### src/rtl/arith_sequencer_pkg.sv
// Shared op codes and FSM state encodings for the calculator arithmetic sequencer.
// The op codes match the display result mux select.
package arith_sequencer_pkg;

  typedef enum logic [1:0] {
    OP_ADD = 2'b00,
    OP_SUB = 2'b01,
    OP_MUL = 2'b10,
    OP_DIV = 2'b11
  } op_t;

  typedef enum logic [1:0] {
    ST_IDLE = 2'd0,
    ST_EXEC = 2'd1,
    ST_DONE = 2'd2
  } state_t;

  function automatic logic is_iterative(op_t op_code);
    return (op_code == OP_MUL) || (op_code == OP_DIV);
  endfunction

endpackage

### src/rtl/arith_iter_step.sv
// One combinational iteration of the multi-cycle datapath: a shift-add partial
// product for MUL, or one MSB-first restoring-division bit for DIV.
module arith_iter_step
  import arith_sequencer_pkg::*;
#(
  parameter int WIDTH = 4,
  parameter int CW    = 2,
  localparam int RW   = 2 * WIDTH
) (
  input  logic              is_div,
  input  logic [CW-1:0]     cnt,
  input  logic [WIDTH-1:0]  a,
  input  logic [WIDTH-1:0]  b,
  input  logic [RW-1:0]     acc_in,
  input  logic [WIDTH-1:0]  rem_in,
  output logic [RW-1:0]     acc_out,
  output logic [WIDTH-1:0]  rem_out
);

  logic [CW-1:0]  bit_idx;
  logic [WIDTH:0] rem_sh;

  always_comb begin
    bit_idx = CW'(WIDTH - 1) - cnt;
    rem_sh  = {rem_in, a[bit_idx]};
    acc_out = acc_in;
    rem_out = rem_in;
    if (is_div) begin
      // Partial remainder stays below b, so the difference always fits WIDTH bits.
      if (rem_sh >= {1'b0, b}) begin
        rem_out = rem_sh[WIDTH-1:0] - b;
        acc_out = acc_in | (RW'(1) << bit_idx);
      end else begin
        rem_out = rem_sh[WIDTH-1:0];
      end
    end else if (a[cnt]) begin
      acc_out = acc_in + (RW'(b) << cnt);
    end
  end

endmodule

### src/rtl/arith_sequencer.sv
// Multi-cycle controller for the calculator datapath: start/busy/done handshake,
// single-step add/sub and iterative shift-add multiply / restoring divide.
//
//   state   | meaning
//   --------+-----------------------------------------------------------
//   ST_IDLE | waiting for start; operands latched on accept
//   ST_EXEC | add/sub takes one edge, mul/div one iteration per edge
//   ST_DONE | outputs valid, done pulse high for this single cycle
module arith_sequencer
  import arith_sequencer_pkg::*;
#(
  parameter int WIDTH = 4,
  localparam int RW   = 2 * WIDTH,
  localparam int CW   = (WIDTH > 1) ? $clog2(WIDTH) : 1
) (
  input  logic              clk,
  input  logic              reset,
  input  logic              start,
  input  logic [1:0]        op,
  input  logic [WIDTH-1:0]  a,
  input  logic [WIDTH-1:0]  b,
  output logic              busy,
  output logic              done,
  output logic [RW-1:0]     result,
  output logic              carry,
  output logic [WIDTH-1:0]  remainder,
  output logic              err_div0
);

  state_t           state, state_nxt;
  op_t              op_q;
  logic [WIDTH-1:0] a_q, b_q;
  logic [CW-1:0]    cnt;
  logic [RW-1:0]    acc, step_acc;
  logic [WIDTH-1:0] rem, step_rem;
  logic [WIDTH:0]   addsub;
  logic             last_step;
  logic             div0;

  assign div0      = (op_t'(op) == OP_DIV) && (b == '0);
  assign last_step = (cnt == CW'(WIDTH - 1));
  assign busy      = (state != ST_IDLE);
  assign done      = (state == ST_DONE);

  // Subtract as a + ~b + 1 so the top bit reads as "no borrow".
  assign addsub = (op_q == OP_SUB) ? ({1'b0, a_q} + {1'b0, ~b_q} + (WIDTH + 1)'(1))
                                   : ({1'b0, a_q} + {1'b0, b_q});

  arith_iter_step #(
    .WIDTH (WIDTH),
    .CW    (CW)
  ) u_step (
    .is_div  (op_q == OP_DIV),
    .cnt     (cnt),
    .a       (a_q),
    .b       (b_q),
    .acc_in  (acc),
    .rem_in  (rem),
    .acc_out (step_acc),
    .rem_out (step_rem)
  );

  always_ff @(posedge clk or posedge reset) begin
    if (reset) state <= ST_IDLE;
    else       state <= state_nxt;
  end

  always_comb begin
    state_nxt = state;
    case (state)
      ST_IDLE: if (start) state_nxt = div0 ? ST_DONE : ST_EXEC;
      ST_EXEC: if (!is_iterative(op_q) || last_step) state_nxt = ST_DONE;
      ST_DONE: state_nxt = ST_IDLE;
      default: state_nxt = ST_IDLE;
    endcase
  end

  always_ff @(posedge clk or posedge reset) begin
    if (reset) begin
      op_q      <= OP_ADD;
      a_q       <= '0;
      b_q       <= '0;
      cnt       <= '0;
      acc       <= '0;
      rem       <= '0;
      result    <= '0;
      carry     <= 1'b0;
      remainder <= '0;
      err_div0  <= 1'b0;
    end else begin
      case (state)
        ST_IDLE: begin
          if (start) begin
            op_q <= op_t'(op);
            a_q  <= a;
            b_q  <= b;
            cnt  <= '0;
            acc  <= '0;
            rem  <= '0;
            if (div0) begin
              result    <= '0;
              carry     <= 1'b0;
              remainder <= a;
              err_div0  <= 1'b1;
            end
          end
        end
        ST_EXEC: begin
          if (!is_iterative(op_q)) begin
            result    <= {{(RW - WIDTH){1'b0}}, addsub[WIDTH-1:0]};
            carry     <= addsub[WIDTH];
            remainder <= '0;
            err_div0  <= 1'b0;
          end else begin
            acc <= step_acc;
            rem <= step_rem;
            cnt <= cnt + CW'(1);
            if (last_step) begin
              result    <= (op_q == OP_MUL) ? step_acc
                                            : {{(RW - WIDTH){1'b0}}, step_acc[WIDTH-1:0]};
              carry     <= 1'b0;
              remainder <= (op_q == OP_DIV) ? step_rem : '0;
              err_div0  <= 1'b0;
            end
          end
        end
        default: ;
      endcase
    end
  end

endmodule

### config.mk
export PLATFORM = sky130hd
export DESIGN_NAME = arith_sequencer
export DESIGN_NICKNAME = d
export VERILOG_FILES = /design/src/rtl/arith_sequencer_pkg.sv /design/src/rtl/arith_iter_step.sv /design/src/rtl/arith_sequencer.sv
export SDC_FILE = /design/constraint.sdc
export NUM_CORES = 1
export LEC_CHECK = 0
export CAP_MARGIN = 10
export CORE_MARGIN = 2
export CORE_UTILIZATION = 50
export CTS_CLUSTER_DIAMETER = 150
export DETAILED_ROUTE_END_ITERATION = 12
export GPL_ROUTABILITY_DRIVEN = 0
export PLACE_DENSITY = 0.72
export SKIP_CTS_REPAIR_TIMING = 1
export SLEW_MARGIN = 10
export SYNTH_ARGS = -nofsm -noshare
export SYNTH_HDL_FRONTEND = slang
export SYNTH_SLANG_ARGS = --single-unit
### constraint.sdc
create_clock -name clk -period 4.5 [get_ports clk]
set_input_delay 1.35 -clock clk [delete_from_list [all_inputs] [get_ports clk]]
set_output_delay 1.35 -clock clk [all_outputs]
set_load 0.05 [all_outputs]
Word-level counts from Yosys, hierarchy flattened
Index checks and enable logic that the tools add are counted.

storage, ports and cells
  flip-flop bits (word level) = 40
  memories kept = 0
  input bits = 13
  output and inout bits = 16
  latch bits = 0
  RAM bits = 0
  ROM bits = 0
  word-level logic and storage cells = 93

cells by class
  reduce and logical (&&, ||, !) cells = 12
  $mul = 0
  divide/modulo/power cells = 0
  bitwise operators = 2
  add/sub/neg operators = 7
  muxes and demuxes = 44
  shift-type cells = 2
  equal/unequal tests = 12
  $lt $le $gt $ge = 3

operators with widths
  kind                                                                  count
  8-bit 2-to-1 mux                                                      10
  4-bit 2-to-1 mux                                                      9
  8-bit one-hot mux with 2 select lines                                 2
  4-bit one-hot mux with 2 select lines                                 2
  4-bit by 4-bit adder with 5-bit output                                2
  2-bit == test, second input constant                                  5
  2-bit 2-to-1 mux                                                      5
  1-bit 2-to-1 mux                                                      9
  8-bit adder                                                           1
  2-bit inequality test, second input constant                          4
  8-bit OR                                                              1
  2-bit one-hot mux with 2 select lines                                 2
  1-bit by 2-bit << shifter with 8-bit output, first input constant     1
  4-bit by 2-bit << shifter with 8-bit output                           1
  2-bit by 3-bit < comparator with 1-bit output, second input constant  2
  5-bit by 1-bit adder with 5-bit output, second input constant         1
  5-bit by 4-bit greater-or-equal comparator with 1-bit output          1
  5-bit 2-to-1 mux                                                      1
  1-bit binary-select mux with 2-bit select                             2
  2-bit by 1-bit == test with 1-bit output, second input constant       2
  4-bit logical NOT                                                     1
  4-bit inverter                                                        1
  1-bit one-hot mux with 2 select lines                                 2
  2-bit AND reduction                                                   2
  11 further kinds                                                      13

Depth between registers and ports, before layout
  depth after elaboration = 10
  mapped depth = 11
  depth with buffers taken out = 10

By module
Synthesis repeated with hierarchy kept, for this count alone.

second synthesis, totals
  cells, all modules = 331
  area total of the unflattened synthesis = 2964.1 µm²

modules (own cells, without submodules)
  module           cells an instance  times used  area an instance (µm²)  seq. area each (µm²)
  arith_sequencer  204                1           2039.5                  1001.0
  arith_iter_step  127                1           924.6                   0.0

Worst setup path before layout
No wires, ideal clock.

  path type = register to output
  start point = register state[1]
  end point = output port done
  slack = 1833 ps
  required time = 3150 ps
  path buffers = 1
  stages on the path, launching flop included = 3
  data arrival time = 1317 ps
  path through = dfrtp_1 clkbuf_1 nor2b_1

between the ends
  longest elaborated chain between the ends = 1

ends and longest elaborated chain
  item                    line                   source
  start, declared         arith_sequencer.sv:30  state_t state, state_nxt;
  start signal, assigned  arith_sequencer.sv:65  else state <= state_nxt;
  2-bit == test           arith_sequencer.sv:43  assign done = (state == ST_DONE);
  end, declared           arith_sequencer.sv:23  output logic done,

No other way between the ends.

Final worst setup path
  start point = input port b[1]
  end point = register result[1]

between the ends
  longest elaborated chain between the ends = 4

ends and longest elaborated chain
  item                             line                    source
  start, declared                  arith_sequencer.sv:21   input logic [WIDTH-1:0] b,
  4-bit logical NOT                arith_sequencer.sv:40   assign div0 = (op_t'(op) == OP_DIV) && (b == '0);
  1-bit logical AND                arith_sequencer.sv:40
  2-bit inequality test (no line)  --
  4-bit AND reduction (no line)    --
  end signal, assigned             arith_sequencer.sv:110  result <= {{(RW - WIDTH){1'b0}}, addsub[WIDTH-1:0]};
  end signal, assigned             arith_sequencer.sv:119  result <= (op_q == OP_MUL) ? step_acc
  end, declared                    arith_sequencer.sv:24   output logic [RW-1:0] result,

No other way between the ends.
A chain may end at the register's enable or synchronous reset.

==> load_flow_metrics.sql <==
INSERT INTO impl_metrics (metric_group, metric, value, unit) VALUES
('outcome', 'outcome', 'completed', ''),
('detailed_routing', 'drtAntennaViolNets', '0', ''),
('layout', 'finish.net_count', '381', ''),
('min_path', 'hold_path_end', 'result[5]$_DFFE_PP0P_', ''),
('setup_path', 'crit-reg2reg-launch', 'cnt[0]$_DFFE_PP0P_', ''),
('min_path', 'timing.hold.worst.start', 'result[5]$_DFFE_PP0P_', ''),
('yosys', 'synth_common_cells', 'sky130_fd_sc_hd__nand2_1 (46), sky130_fd_sc_hd__dfrtp_1 (40), sky130_fd_sc_hd__o21ai_0 (24), sky130_fd_sc_hd__ha_1 (23), sky130_fd_sc_hd__a21oi_1 (18)', ''),
('layout', 'syn_to_final_growth', '15.39', '%'),
('power_and_ir_drop', 'power.internal', '1.292', 'mW'),
('yosys', 'ys.warnings.count', '0', ''),
('cts', 'clock-root-buffer', 'sky130_fd_sc_hd__clkbuf_8', ''),
('power_and_ir_drop', 'fin_total_pwr', '2.641', 'mW'),
('yosys', 'synth.net_count', '357', ''),
('die', 'die_h', '79.44', 'microns'),
('min_path', 'hold_path_depth', '2', ''),
('die', 'initial_core_util', '51.67', '%'),
('yosys', 'syn-mean-instance-area', '8.975', 'sq um'),
('placed_design', 'port_buffers', '28', ''),
('yosys', 'predominant_post_synthesis_flop_cell', 'sky130_fd_sc_hd__dfrtp_1', ''),
('grt', 'grt.total_usage', '25.08', '%'),
('setup_path', 'cp_max_fo', '12', ''),
('cts', 'cts_made_buffers', '5', ''),
('setup_path', 'timing.critical_path.required', '4660', 'ps'),
('die', 'io_pins', '29', ''),
('timing', 'timing.fmax', '0.2978', 'GHz'),
('run', 'max-cap-violations', '0', ''),
('layout', 'layout-drive-gt1-share', '6.433', '%'),
('power_and_ir_drop', 'share_of_total_power_in_the_clock_network', '11.7', '%'),
('grt', 'grt_antenna_before_repair', '0', ''),
('die', 'floorplan.core_area', '5507', 'sq um'),
('timing', 'slew_viol_final', '0', ''),
('layout', 'count_of_filler_cells_inserted_in_the_layout', '504', ''),
('yosys', 'postSynthCellCount', '317', ''),
('die', 'floorplan.die_area', '6310', 'sq um'),
('setup_path', 'worstSetupPathType', 'primary input to register', ''),
('timing', 'max_clock_skew', '7.627', 'ps'),
('cts', 'clock_latency', '300', 'ps'),
('cts', 'clock_tree.buffer_depth', '2', ''),
('power_and_ir_drop', 'net-switching-power', '1.349', 'mW'),
('yosys', 'synth_sequential_area_ratio', '35.18', '%'),
('cts', 'tritoncts', 'done', ''),
('grt', 'vias_in_the_first_global_route', '2443', ''),
('setup_path', 'crit_arrival', '3520', 'ps'),
('yosys', 'count_of_distinct_cell_types_in_the_synthesized_netlist', '56', ''),
('grt', 'global_route_wire_length_before_repair', '12190', 'microns'),
('yosys', 'netlist.top_cell.by_area', 'sky130_fd_sc_hd__dfrtp_1', ''),
('detailed_routing', 'drtPass1Iterations', '5', ''),
('power_and_ir_drop', 'power.combinational.fraction', '61.1', '%'),
('grt', 'remaining_global_route_overflow', '0', ''),
('power_and_ir_drop', 'switching_share_of_total_power', '51.08', '%'),
('yosys', 'largest_cells_by_area_after_synthesis', 'sky130_fd_sc_hd__dfrtp_1 (35%), sky130_fd_sc_hd__ha_1 (10%), sky130_fd_sc_hd__nand2_1 (6.1%)', ''),
('layout', 'antenna-diode-count', '0', ''),
('power_and_ir_drop', 'vdd_ir_drop_max', '0.0004614', 'V'),
('cts', 'cts_sinks', '40', ''),
('timing', 'timing.max_slew.rel_slack', '47.62', '%'),
('yosys', 'ffs_latches_synth', '40', ''),
('detailed_routing', 'totalWireLength', '7055', 'microns'),
('cts', 'cts_htree_levels', '2', ''),
('power_and_ir_drop', 'power.leakage', '1.442', 'nW'),
('setup_path', 'worst_setup_slack_for_register_to_register_paths', '1640', 'ps'),
('timing', 'fin_setup_tns', '0', 'ps'),
('yosys', 'synthMostInstantiatedCell', 'sky130_fd_sc_hd__nand2_1', ''),
('timing', 'timing.final.setup_violations', '0', ''),
('detailed_routing', 'detailedRoute.firstIterationViolations', '139', ''),
('yosys', 'synth-edff-count', '0', ''),
('timing', 'worst_slew_pin_slew', '782.7', 'ps'),
('timing', 'grt_setup_unrepaired', 'no', ''),
('placed_design', 'place.detailed.hpwl', '5198', 'microns'),
('detailed_routing', 'vias_per_cell', '5.966', ''),
('yosys', 'synthesis.area', '2845', 'sq um'),
('die', 'row_count', '27', '');
layout by cell type, fill, tap and decap left out, types with 2 or more instances in the layout:
cell	synthesis	routed
sky130_fd_sc_hd__a211oi_1	6	6
sky130_fd_sc_hd__a21o_1	4	4
sky130_fd_sc_hd__a21oi_1	18	18
sky130_fd_sc_hd__a221oi_2	2	2
sky130_fd_sc_hd__a22o_1	5	5
sky130_fd_sc_hd__a22oi_1	2	2
sky130_fd_sc_hd__a32oi_1	2	2
sky130_fd_sc_hd__and2_1	2	2
sky130_fd_sc_hd__and3_1	5	5
sky130_fd_sc_hd__buf_4	0	2
sky130_fd_sc_hd__clkbuf_8	0	5
sky130_fd_sc_hd__clkdlybuf4s50_1	0	28
sky130_fd_sc_hd__dfrtp_1	40	40
sky130_fd_sc_hd__fa_1	4	4
sky130_fd_sc_hd__ha_1	23	23
sky130_fd_sc_hd__inv_1	13	13
sky130_fd_sc_hd__mux2i_1	6	6
sky130_fd_sc_hd__mux4_2	2	2
sky130_fd_sc_hd__nand2_1	46	46
sky130_fd_sc_hd__nand2b_1	3	3
sky130_fd_sc_hd__nand3_1	14	14
sky130_fd_sc_hd__nand3b_1	2	2
sky130_fd_sc_hd__nand4_1	2	2
sky130_fd_sc_hd__nor2_1	16	16
sky130_fd_sc_hd__nor2b_1	9	9
sky130_fd_sc_hd__nor3_1	6	6
sky130_fd_sc_hd__nor4_1	2	2
sky130_fd_sc_hd__o2111ai_1	2	2
sky130_fd_sc_hd__o211ai_1	3	3
sky130_fd_sc_hd__o21a_1	5	5
sky130_fd_sc_hd__o21ai_0	24	24
sky130_fd_sc_hd__o21bai_1	2	2
sky130_fd_sc_hd__o311ai_0	2	2
sky130_fd_sc_hd__o311ai_1	2	2
sky130_fd_sc_hd__or4_1	4	4
sky130_fd_sc_hd__xnor2_1	6	6
critical path: stages:
cell and delay (ps):
sky130_fd_sc_hd__clkdlybuf4s50_1 450, sky130_fd_sc_hd__nor4_1 510, sky130_fd_sc_hd__nand4_1 230, sky130_fd_sc_hd__a21o_1 370, sky130_fd_sc_hd__a2111oi_0 520, sky130_fd_sc_hd__a211oi_1 90
area by class of cell:
cell class | count | area [sq um] | area share (%)
inverters | 14 | 52.55 | 1.601
clock inverters | 3 | 46.29 | 1.410
clock buffers | 5 | 68.82 | 2.096
repair buffers | 30 | 295.3 | 8.994
well taps | 72 | 90.09 | 2.744
flip-flops and latches | 40 | 1001 | 30.49
multi-input cells | 250 | 1729 | 52.67
cell families (layout without fill, tap and decap cells):
family                     count (synthesis)  after routing  synth area share [%]
and+or+nand+nor                          120            120                 21.15
AOI/OAI and AO/OA                         88             88                 20.85
DFF                                       40             40                 35.18
adders and majority gates                 27             27                 12.93
buffers and inverters                     27             52                 4.046
muxes                                      8              8                 3.694
xor gates and xnor gates                   7              7                 2.155
routing by layer:
| metal | track usage [%] | up-vias | wire length [microns] |
|---|---|---|---|
| li1 | - | 1202 | - |
| met1 | 35.92 | 1191 | 3428 |
| met2 | 39.58 | 64 | 3220 |
| met3 | 3.733 | 13 | 264 |
| met4 | 7.069 | 0 | 142 |
| met5 | 0 | - | 0 |
flip-flops by register name (all words and copies together), names as in the netlist:
signal,flops
cnt,2
acc,8
remainder,4
b_q,4
a_q,4
result,8
rem,4
carry,1
op_q,2
err_div0,1
state,2
worst max path at each step:
stage / cells past startpoint / slack, ps / endpoint / start
5_1_grt: 6 / 1090 / result[1]$_DFFE_PP0P_ / b[1]
4_1_cts: 6 / 1230 / result[1]$_DFFE_PP0P_ / b[1]
2_1_floorplan: 2 / 1830 / done / state[1]$_DFFE_PP0P_
6_report: 6 / 1140 / result[1]$_DFFE_PP0P_ / b[1]
3_5_place_dp: 6 / 940 / result[1]$_DFFE_PP0P_ / b[1]
3_3_place_gp: 6 / 1080 / result[1]$_DFFE_PP0P_ / b[1]
power by group through the flow:
stage          registers (mW)  clock network, mW  logic, mW
2_1_floorplan           0.760                  0       1.16
3_3_place_gp            0.717                  0       1.58
3_5_place_dp            0.720                  0       1.60
4_1_cts                 0.714              0.315       1.61
5_1_grt                 0.746              0.330       1.80
6_report                0.718              0.309       1.61
through the flow:
step	setup slack [ps]	util (%)	std cells	hold WS, ps	cell area, sq um
4_1_cts	1228	59.62	414	484.7	3283
3_3_place_gp	1076	57.53	406	468.9	3168
6_report	1142	59.62	414	480.4	3283
2_1_floorplan	1833	-	317	468.1	2845
5_1_grt	1092	59.62	414	513.7	3283
3_5_place_dp	938.2	57.53	406	464.9	3168
Note: power is estimated with default switching activity, not from simulation.
